[src/rtl/ch4_pkg.sv]
// ch4_pkg: shared types and constants for the noise-channel sequencer.
//   ch4_state_t   - channel FSM state (OFF / RUN)
//   LFSR_W        - width of the noise shift register
//   DIV_TIMER_W   - width of the polynomial-divider down-counter
//   ch4_div_base  - divisor code r -> base period in clk units (8, 16, 32 ... 112)
package ch4_pkg;

    typedef enum logic {
        OFF = 1'b0,
        RUN = 1'b1
    } ch4_state_t;

    localparam int LFSR_W      = 15;
    localparam int DIV_TIMER_W = 20;

    // r == 0 is the special half-size divisor; every other code is 16*r.
    function automatic logic [6:0] ch4_div_base(input logic [2:0] r);
        if (r == 3'd0) begin
            return 7'd8;
        end
        return {r, 4'b0000};
    endfunction

endpackage

[src/rtl/ch4_lfsr.sv]
// ch4_lfsr: polynomial divider and noise LFSR for channel 4.
//   clk        - APU system clock
//   napu_reset - asynchronous active-low reset
//   en         - channel running; divider counts and LFSR may step
//   load       - trigger: reload divider and seed the LFSR (wins over en)
//   shift      - clock shift s (14/15 stop the divider)
//   width7     - 7-bit LFSR mode
//   div        - divisor code r
//   lfsr       - current LFSR contents
module ch4_lfsr
    import ch4_pkg::*;
#(
    parameter int                DIV_SCALE = 1,
    parameter logic [LFSR_W-1:0] LFSR_SEED = 15'h7FFF
) (
    input  logic              clk,
    input  logic              napu_reset,
    input  logic              en,
    input  logic              load,
    input  logic [3:0]        shift,
    input  logic              width7,
    input  logic [2:0]        div,
    output logic [LFSR_W-1:0] lfsr
);

    logic [DIV_TIMER_W-1:0] div_timer_q, div_timer_d;
    logic [LFSR_W-1:0]      lfsr_q, lfsr_d;
    logic [DIV_TIMER_W-1:0] reload;
    logic                   hold;

    function automatic logic [LFSR_W-1:0] lfsr_step(input logic [LFSR_W-1:0] v,
                                                     input logic              w7);
        logic              x;
        logic [LFSR_W-1:0] n;
        x = v[0] ^ v[1];
        n = {x, v[LFSR_W-1:1]};
        if (w7) begin
            n[6] = x;
        end
        return n;
    endfunction

    // Reload is sampled from the live FF22 fields, so a register change only
    // lands when the counter next wraps (or on trigger).
    assign reload = DIV_TIMER_W'(((32'(ch4_div_base(div)) << shift) * 32'(DIV_SCALE)) - 32'd1);
    assign hold   = (shift >= 4'd14);

    always_comb begin
        div_timer_d = div_timer_q;
        lfsr_d      = lfsr_q;
        if (load) begin
            div_timer_d = reload;
            lfsr_d      = LFSR_SEED;
        end else if (en && !hold) begin
            if (div_timer_q == '0) begin
                div_timer_d = reload;
                lfsr_d      = lfsr_step(lfsr_q, width7);
            end else begin
                div_timer_d = div_timer_q - DIV_TIMER_W'(1);
            end
        end
    end

    always_ff @(posedge clk or negedge napu_reset) begin
        if (!napu_reset) begin
            div_timer_q <= '0;
            lfsr_q      <= LFSR_SEED;
        end else begin
            div_timer_q <= div_timer_d;
            lfsr_q      <= lfsr_d;
        end
    end

    assign lfsr = lfsr_q;

endmodule

[src/rtl/ch4_ctrl.sv]
// ch4_ctrl: noise channel (channel 4) sequencer.
// Inputs : clk, napu_reset (async, active-low), tick_256hz / tick_64hz frame
//          sequencer enables, decoded FF20-FF23 fields (ff20_wr/ff20_len,
//          ff21_vol/up/period, ff22_shift/width7/div, ff23_trig/ff23_len_en).
// Outputs: ch4_restart (one-cycle pulse after a trigger), ch4_active,
//          ch4_vol (envelope volume), ch4_out (registered sample),
//          len_expired (length counter overflowed).
module ch4_ctrl
    import ch4_pkg::*;
#(
    parameter int                DIV_SCALE = 1,
    parameter logic [LFSR_W-1:0] LFSR_SEED = 15'h7FFF
) (
    input  logic       clk,
    input  logic       napu_reset,
    input  logic       tick_256hz,
    input  logic       tick_64hz,
    input  logic       ff20_wr,
    input  logic [5:0] ff20_len,
    input  logic [3:0] ff21_vol,
    input  logic       ff21_up,
    input  logic [2:0] ff21_period,
    input  logic [3:0] ff22_shift,
    input  logic       ff22_width7,
    input  logic [2:0] ff22_div,
    input  logic       ff23_trig,
    input  logic       ff23_len_en,
    output logic       ch4_restart,
    output logic       ch4_active,
    output logic [3:0] ch4_vol,
    output logic [3:0] ch4_out,
    output logic       len_expired
);

    ch4_state_t        state_q, state_d;
    logic [5:0]        len_cnt_q, len_cnt_d;
    logic              len_expired_q, len_expired_d;
    logic [3:0]        vol_q, vol_d;
    logic [2:0]        env_timer_q, env_timer_d;
    logic              restart_q;
    logic [3:0]        out_q, out_d;
    logic [LFSR_W-1:0] lfsr_w;
    logic              dac_on;
    logic              running;
    logic              len_wrap;

    function automatic logic [3:0] env_step(input logic [3:0] v, input logic up);
        if (up && v != 4'd15) begin
            return v + 4'd1;
        end
        if (!up && v != 4'd0) begin
            return v - 4'd1;
        end
        return v;
    endfunction

    assign dac_on  = (ff21_vol != 4'd0) || ff21_up;
    assign running = (state_q == RUN);

    // Length counter. A register write beats a trigger, which beats a tick;
    // the losing length action is simply dropped for that cycle.
    always_comb begin
        len_cnt_d     = len_cnt_q;
        len_expired_d = len_expired_q;
        len_wrap      = 1'b0;
        if (ff20_wr) begin
            len_cnt_d     = ff20_len;
            len_expired_d = 1'b0;
        end else if (ff23_trig) begin
            len_expired_d = 1'b0;
        end else if (tick_256hz && ff23_len_en && !len_expired_q) begin
            if (len_cnt_q == 6'd63) begin
                len_cnt_d     = 6'd0;
                len_expired_d = 1'b1;
                len_wrap      = 1'b1;
            end else begin
                len_cnt_d = len_cnt_q + 6'd1;
            end
        end
    end

    // Channel FSM. len_wrap is never set in a trigger cycle, so a trigger
    // alone decides the RUN/OFF outcome there.
    always_comb begin
        state_d = state_q;
        case (state_q)
            OFF: begin
                if (ff23_trig && dac_on) begin
                    state_d = RUN;
                end
            end
            RUN: begin
                if (!dac_on || len_wrap) begin
                    state_d = OFF;
                end
            end
            default: state_d = OFF;
        endcase
    end

    // Envelope: trigger reloads; ticks only act while running with a
    // non-zero period.
    always_comb begin
        vol_d       = vol_q;
        env_timer_d = env_timer_q;
        if (ff23_trig) begin
            vol_d       = ff21_vol;
            env_timer_d = ff21_period;
        end else if (running && tick_64hz && ff21_period != 3'd0) begin
            if (env_timer_q > 3'd1) begin
                env_timer_d = env_timer_q - 3'd1;
            end else begin
                env_timer_d = ff21_period;
                vol_d       = env_step(vol_q, ff21_up);
            end
        end
    end

    // Sample is registered from the current lfsr/vol, so it trails them by one cycle.
    always_comb begin
        out_d = 4'd0;
        if (running && !lfsr_w[0]) begin
            out_d = vol_q;
        end
    end

    always_ff @(posedge clk or negedge napu_reset) begin
        if (!napu_reset) begin
            state_q       <= OFF;
            len_cnt_q     <= 6'd0;
            len_expired_q <= 1'b0;
            vol_q         <= 4'd0;
            env_timer_q   <= 3'd0;
            restart_q     <= 1'b0;
            out_q         <= 4'd0;
        end else begin
            state_q       <= state_d;
            len_cnt_q     <= len_cnt_d;
            len_expired_q <= len_expired_d;
            vol_q         <= vol_d;
            env_timer_q   <= env_timer_d;
            restart_q     <= ff23_trig;
            out_q         <= out_d;
        end
    end

    ch4_lfsr #(
        .DIV_SCALE (DIV_SCALE),
        .LFSR_SEED (LFSR_SEED)
    ) u_lfsr (
        .clk        (clk),
        .napu_reset (napu_reset),
        .en         (running),
        .load       (ff23_trig),
        .shift      (ff22_shift),
        .width7     (ff22_width7),
        .div        (ff22_div),
        .lfsr       (lfsr_w)
    );

    assign ch4_restart = restart_q;
    assign ch4_active  = running;
    assign ch4_vol     = vol_q;
    assign ch4_out     = out_q;
    assign len_expired = len_expired_q;

endmodule

[config.mk]
export PLATFORM = sky130hd
export DESIGN_NAME = ch4_ctrl
export DESIGN_NICKNAME = d
export VERILOG_FILES = /design/src/rtl/ch4_pkg.sv /design/src/rtl/ch4_lfsr.sv /design/src/rtl/ch4_ctrl.sv
export SDC_FILE = /design/constraint.sdc
export NUM_CORES = 1
export LEC_CHECK = 0
export CAP_MARGIN = 0
export CORE_ASPECT_RATIO = 0.9
export CORE_MARGIN = 2
export CORE_UTILIZATION = 25
export CTS_CLUSTER_SIZE = 24
export DETAILED_ROUTE_END_ITERATION = 10
export GPL_TIMING_DRIVEN = 0
export PLACE_DENSITY = 0.47
export SKIP_LAST_GASP = 1
export SLEW_MARGIN = 10
export SYNTH_ARGS = -nofsm -noshare
export SYNTH_HDL_FRONTEND = slang
export SYNTH_HIERARCHICAL = 1
export SYNTH_SLANG_ARGS = --single-unit
[constraint.sdc]
create_clock -name clk -period 3 [get_ports clk]
set_clock_uncertainty 0.05 [all_clocks]
set_input_delay 0.6 -clock clk [delete_from_list [all_inputs] [get_ports clk]]
set_output_delay 0.6 -clock clk [all_outputs]
set_load 0.1 [all_outputs]
==> impl_results.md <==
- Sequential cell area fraction in the yosys report: 0.3466
- Number of global-route vias before repair: 3,657
- Post-synth ARST share: 1.000
- H-tree Lvls: 2
- Clock transition at the registers of the reported paths: roughly 70 ps
- Ys Warns: 6
- Port bufs: 35
- Critical Path AT: 2980 ps
- #FFs+latches synth: 55
- Std-Cell Rows: between 40 and 50
- Final worst slack: 150.6 ps
- Pwr dens: 437.9 nW/µm²
- Antenna viol nets, final: 0
- Leak: roughly 1.9 nW
- Leading area contributor after synthesis: dfrtp_1
- Total I/O pin count: 40
- Finished Layout Cells: 752
- Hold Fails Final Rpt: 0
- Number of synthesized flops with an enable pin: 0
- Number of distinct library cells after synthesis: between 70 and 80
- Syn nets: 544
- Slew @ Worst Pin: a little under 1000 ps
- Largest net degree at the start of global routing: 56
- Outcome: completed
- Startpoint Class: input pin
- CTS Buf Count: 5
- Fraction of layout instances using a drive strength above 1: 0.1255
- Crit share post-route: 0.9498
- Placed insts: 744
- Final core occ: 0.3074
- Setup bufs post-CTS: 0
- Final setup violation count: 0
- Core Box Area: 15,600 µm²
- Initial core utilization: 0.2580
- Synthesized area per cell: a little under 8 µm²
- Peak supply drop: 0.2310 mV
- Die Y-Extent: 124.4 µm
- Synth Flop Type: dfrtp_1
- Fillers: between 1.5k and 2k
- Diodes inserted: 0
- RSZ-0062 raised after global routing: yes
- Wire length of the first global-routing pass: 18,490 µm
- Die W: 137.8 µm
- Mean number of vias per cell: 5.090
- Initial DRC Count: 249
- DPL Wire Length: 7961 µm
- Worst Path Required: 3130 ps
- Pins Over Slew Limit: 0
- Max Cap Viol: 0
- Slew margin rel.: 0.3545
- Clock Sink Count: 55
- Synthesized instance count: between 500 and 600
- CP endpoint kind: register
- NumNets Final: slightly below 600
- Die Area: 17,130 µm²
- Critical path type: input pin to register
- Worst hold path class: input pin to asynchronous set/reset pin
- Detailed Route WL: 10,880 µm
- TritonCTS clock tree: yes
- Max FO, Critical Path: 7
- Total Power: 0.002100 W
- Mapped Area: 4025 µm²
- DRC Markers: 0
- Synth top area cells: dfrtp_1 25%, dfstp_2 9.8%, nor2_1 6.8%
- DR WL/cell: 14.47 µm
- TritonRoute pass-1 iters: 5
- Gpl congestion: roughly 0.9
- Overall routing resource usage: 0.1304
- Post-synth top area share: 0.2487
- Total number of vias: 3,828
- Clk Latency, worst-skew pair: approximately 300 ps
- F_max: roughly 350 MHz
- Crit path time final: 2849 ps
- Grt ovf: 0
- Max Root-Sink Buffers: 2
- Initial antenna violation count: 0
- Clock root cell: clkbuf_16
- DP Worst Slack: -261.0 ps
- Area delta synth->final: 19.15%
[logic make-up (layout without fill, tap and decap cells)]
group / Yosys count / after routing / share of synthesized area
adders and majority gates: 8 / 8 / 0.02487
DFF: 55 / 55 / 0.3466
muxes: 7 / 7 / 0.01865
and+or+nand+nor: 215 / 215 / 0.2655
xor gates and xnor gates: 12 / 12 / 0.02611
buffers and inverters: 48 / 91 / 0.06123
AOI/OAI and AO/OA: 162 / 162 / 0.2571
[metal layers]
layer	global-route usage	wire length, µm	up-vias
met2	0.1952	4819	78
met5	0	0	-
li1	-	-	1908
met1	0.1941	5534	1831
met3	0.01994	347	11
met4	0.03361	177	0
[worst max-delay path: stages]
cell and delay, ps:
clkdlybuf4s50_1 540, or3_4 480, nor3_2 180, nand2_1 120, ha_1 250, o31ai_1 150, nand3b_4 270, a311oi_1 80
xnor2_1 230, o21ai_1 70
[area by class of cell]
cell class / instances / area (µm²) / area share
Multi-Input combinational cell: 404 / 2396 / 0.4996
Inverter: 16 / 60.06 / 0.01252
Buffer: 32 / 187.7 / 0.03913
Timing Repair Buffer: 35 / 347.8 / 0.07253
Tap cell: 202 / 252.7 / 0.05270
Sequential cell: 55 / 1395 / 0.2909
Clock buffer: 8 / 156.4 / 0.03261
[cell usage after synthesis, types with 8 or more instances]
| master | instances |
|---|---|
| a21oi_1 | 45 |
| ha_1 | 8 |
| nor2_1 | 73 |
| inv_1 | 15 |
| dfrtp_1 | 40 |
| buf_2 | 10 |
| o22ai_1 | 9 |
| and2_1 | 9 |
| clkbuf_1 | 11 |
| o21ai_0 | 43 |
| nor3_1 | 15 |
| a31oi_1 | 11 |
| nand3_1 | 11 |
| dfstp_2 | 15 |
| nand2_1 | 53 |
| nor2b_1 | 8 |
[report_power, final]
| part | leakage (nW) | internal [W] | switching [W] | total, W |
|---|---|---|---|---|
| combinational | 1.14 | 0.000220 | 0.000349 | 0.000569 |
| clock | 0.0772 | 0.000357 | 0.000273 | 0.000629 |
| sequential | 0.630 | 0.000824 | 0.0000781 | 0.000902 |
| total | 1.85 | 0.00140 | 0.000699 | 0.00210 |
[timing repair]
item	in CTS	in global routing
setup endpoints to repair	0	5
hold buffers	0	0
gates resized for setup	0	5
[sequential cells by signal (all words and copies together), names as in the netlist]
register,count
u_lfsr/div_timer_q,20
u_lfsr/lfsr,15
len_cnt_q,6
ch4_out,4
ch4_vol,4
env_timer_q,3
ch4_active,1
ch4_restart,1
len_expired,1
[placed cells by master, fill, tap and decap left out, drive strengths merged, types with 4 or more instances in the layout]
cell | netlist | layout
dfstp | 15 | 15
nand2b | 6 | 6
nor3 | 15 | 15
clkdlybuf4s50 | 0 | 34
and3 | 8 | 8
clkbuf | 13 | 21
xnor2 | 6 | 6
o22ai | 9 | 9
a31oi | 11 | 11
a21oi | 46 | 46
dfrtp | 40 | 40
inv | 16 | 16
o21ai | 46 | 46
o31ai | 5 | 5
mux2 | 4 | 4
ha | 8 | 8
o31a | 6 | 6
nor2b | 8 | 8
and2 | 9 | 9
nand2 | 55 | 55
nand4 | 6 | 6
nor2 | 74 | 74
nand3 | 11 | 11
nor4 | 5 | 5
xor2 | 6 | 6
buf | 19 | 20
a22oi | 5 | 5
nor3b | 4 | 4
o21a | 4 | 4
[final timing paths]
path | to | slack [ps] | startpoint | depth (start not counted)
worst max-delay path | u_lfsr/div_timer_q[19] | 150 | ff22_div[0] | 10
min in group clk | u_lfsr/lfsr[10] | 450 | u_lfsr/lfsr[10] | 2
worst min register to register | u_lfsr/lfsr[10] | 450 | u_lfsr/lfsr[10] | 2
worst max register to register | u_lfsr/div_timer_q[16] | 580 | u_lfsr/div_timer_q[11] | 7
max in group asynchronous | len_cnt_q[4] | 2110 | napu_reset | 1
worst min-delay path | ch4_out[1] | 320 | napu_reset | 1
[per-stage QoR]
| stage | hold WS [ps] | setup TNS, ps | cell area [µm²] |
|---|---|---|---|
| 5_1_grt | 367.2 | -25.50 | 4796 |
| 6_report | 318.9 | 0 | 4796 |
| 2_1_floorplan | 254.4 | 0 | 4025 |
| 3_5_place_dp | 440.7 | -1407 | 4626 |
| 4_1_cts | 346.9 | 0 | 4782 |
| 3_3_place_gp | 438.7 | -26700 | 4628 |
Power figures use the tool's default switching activity.
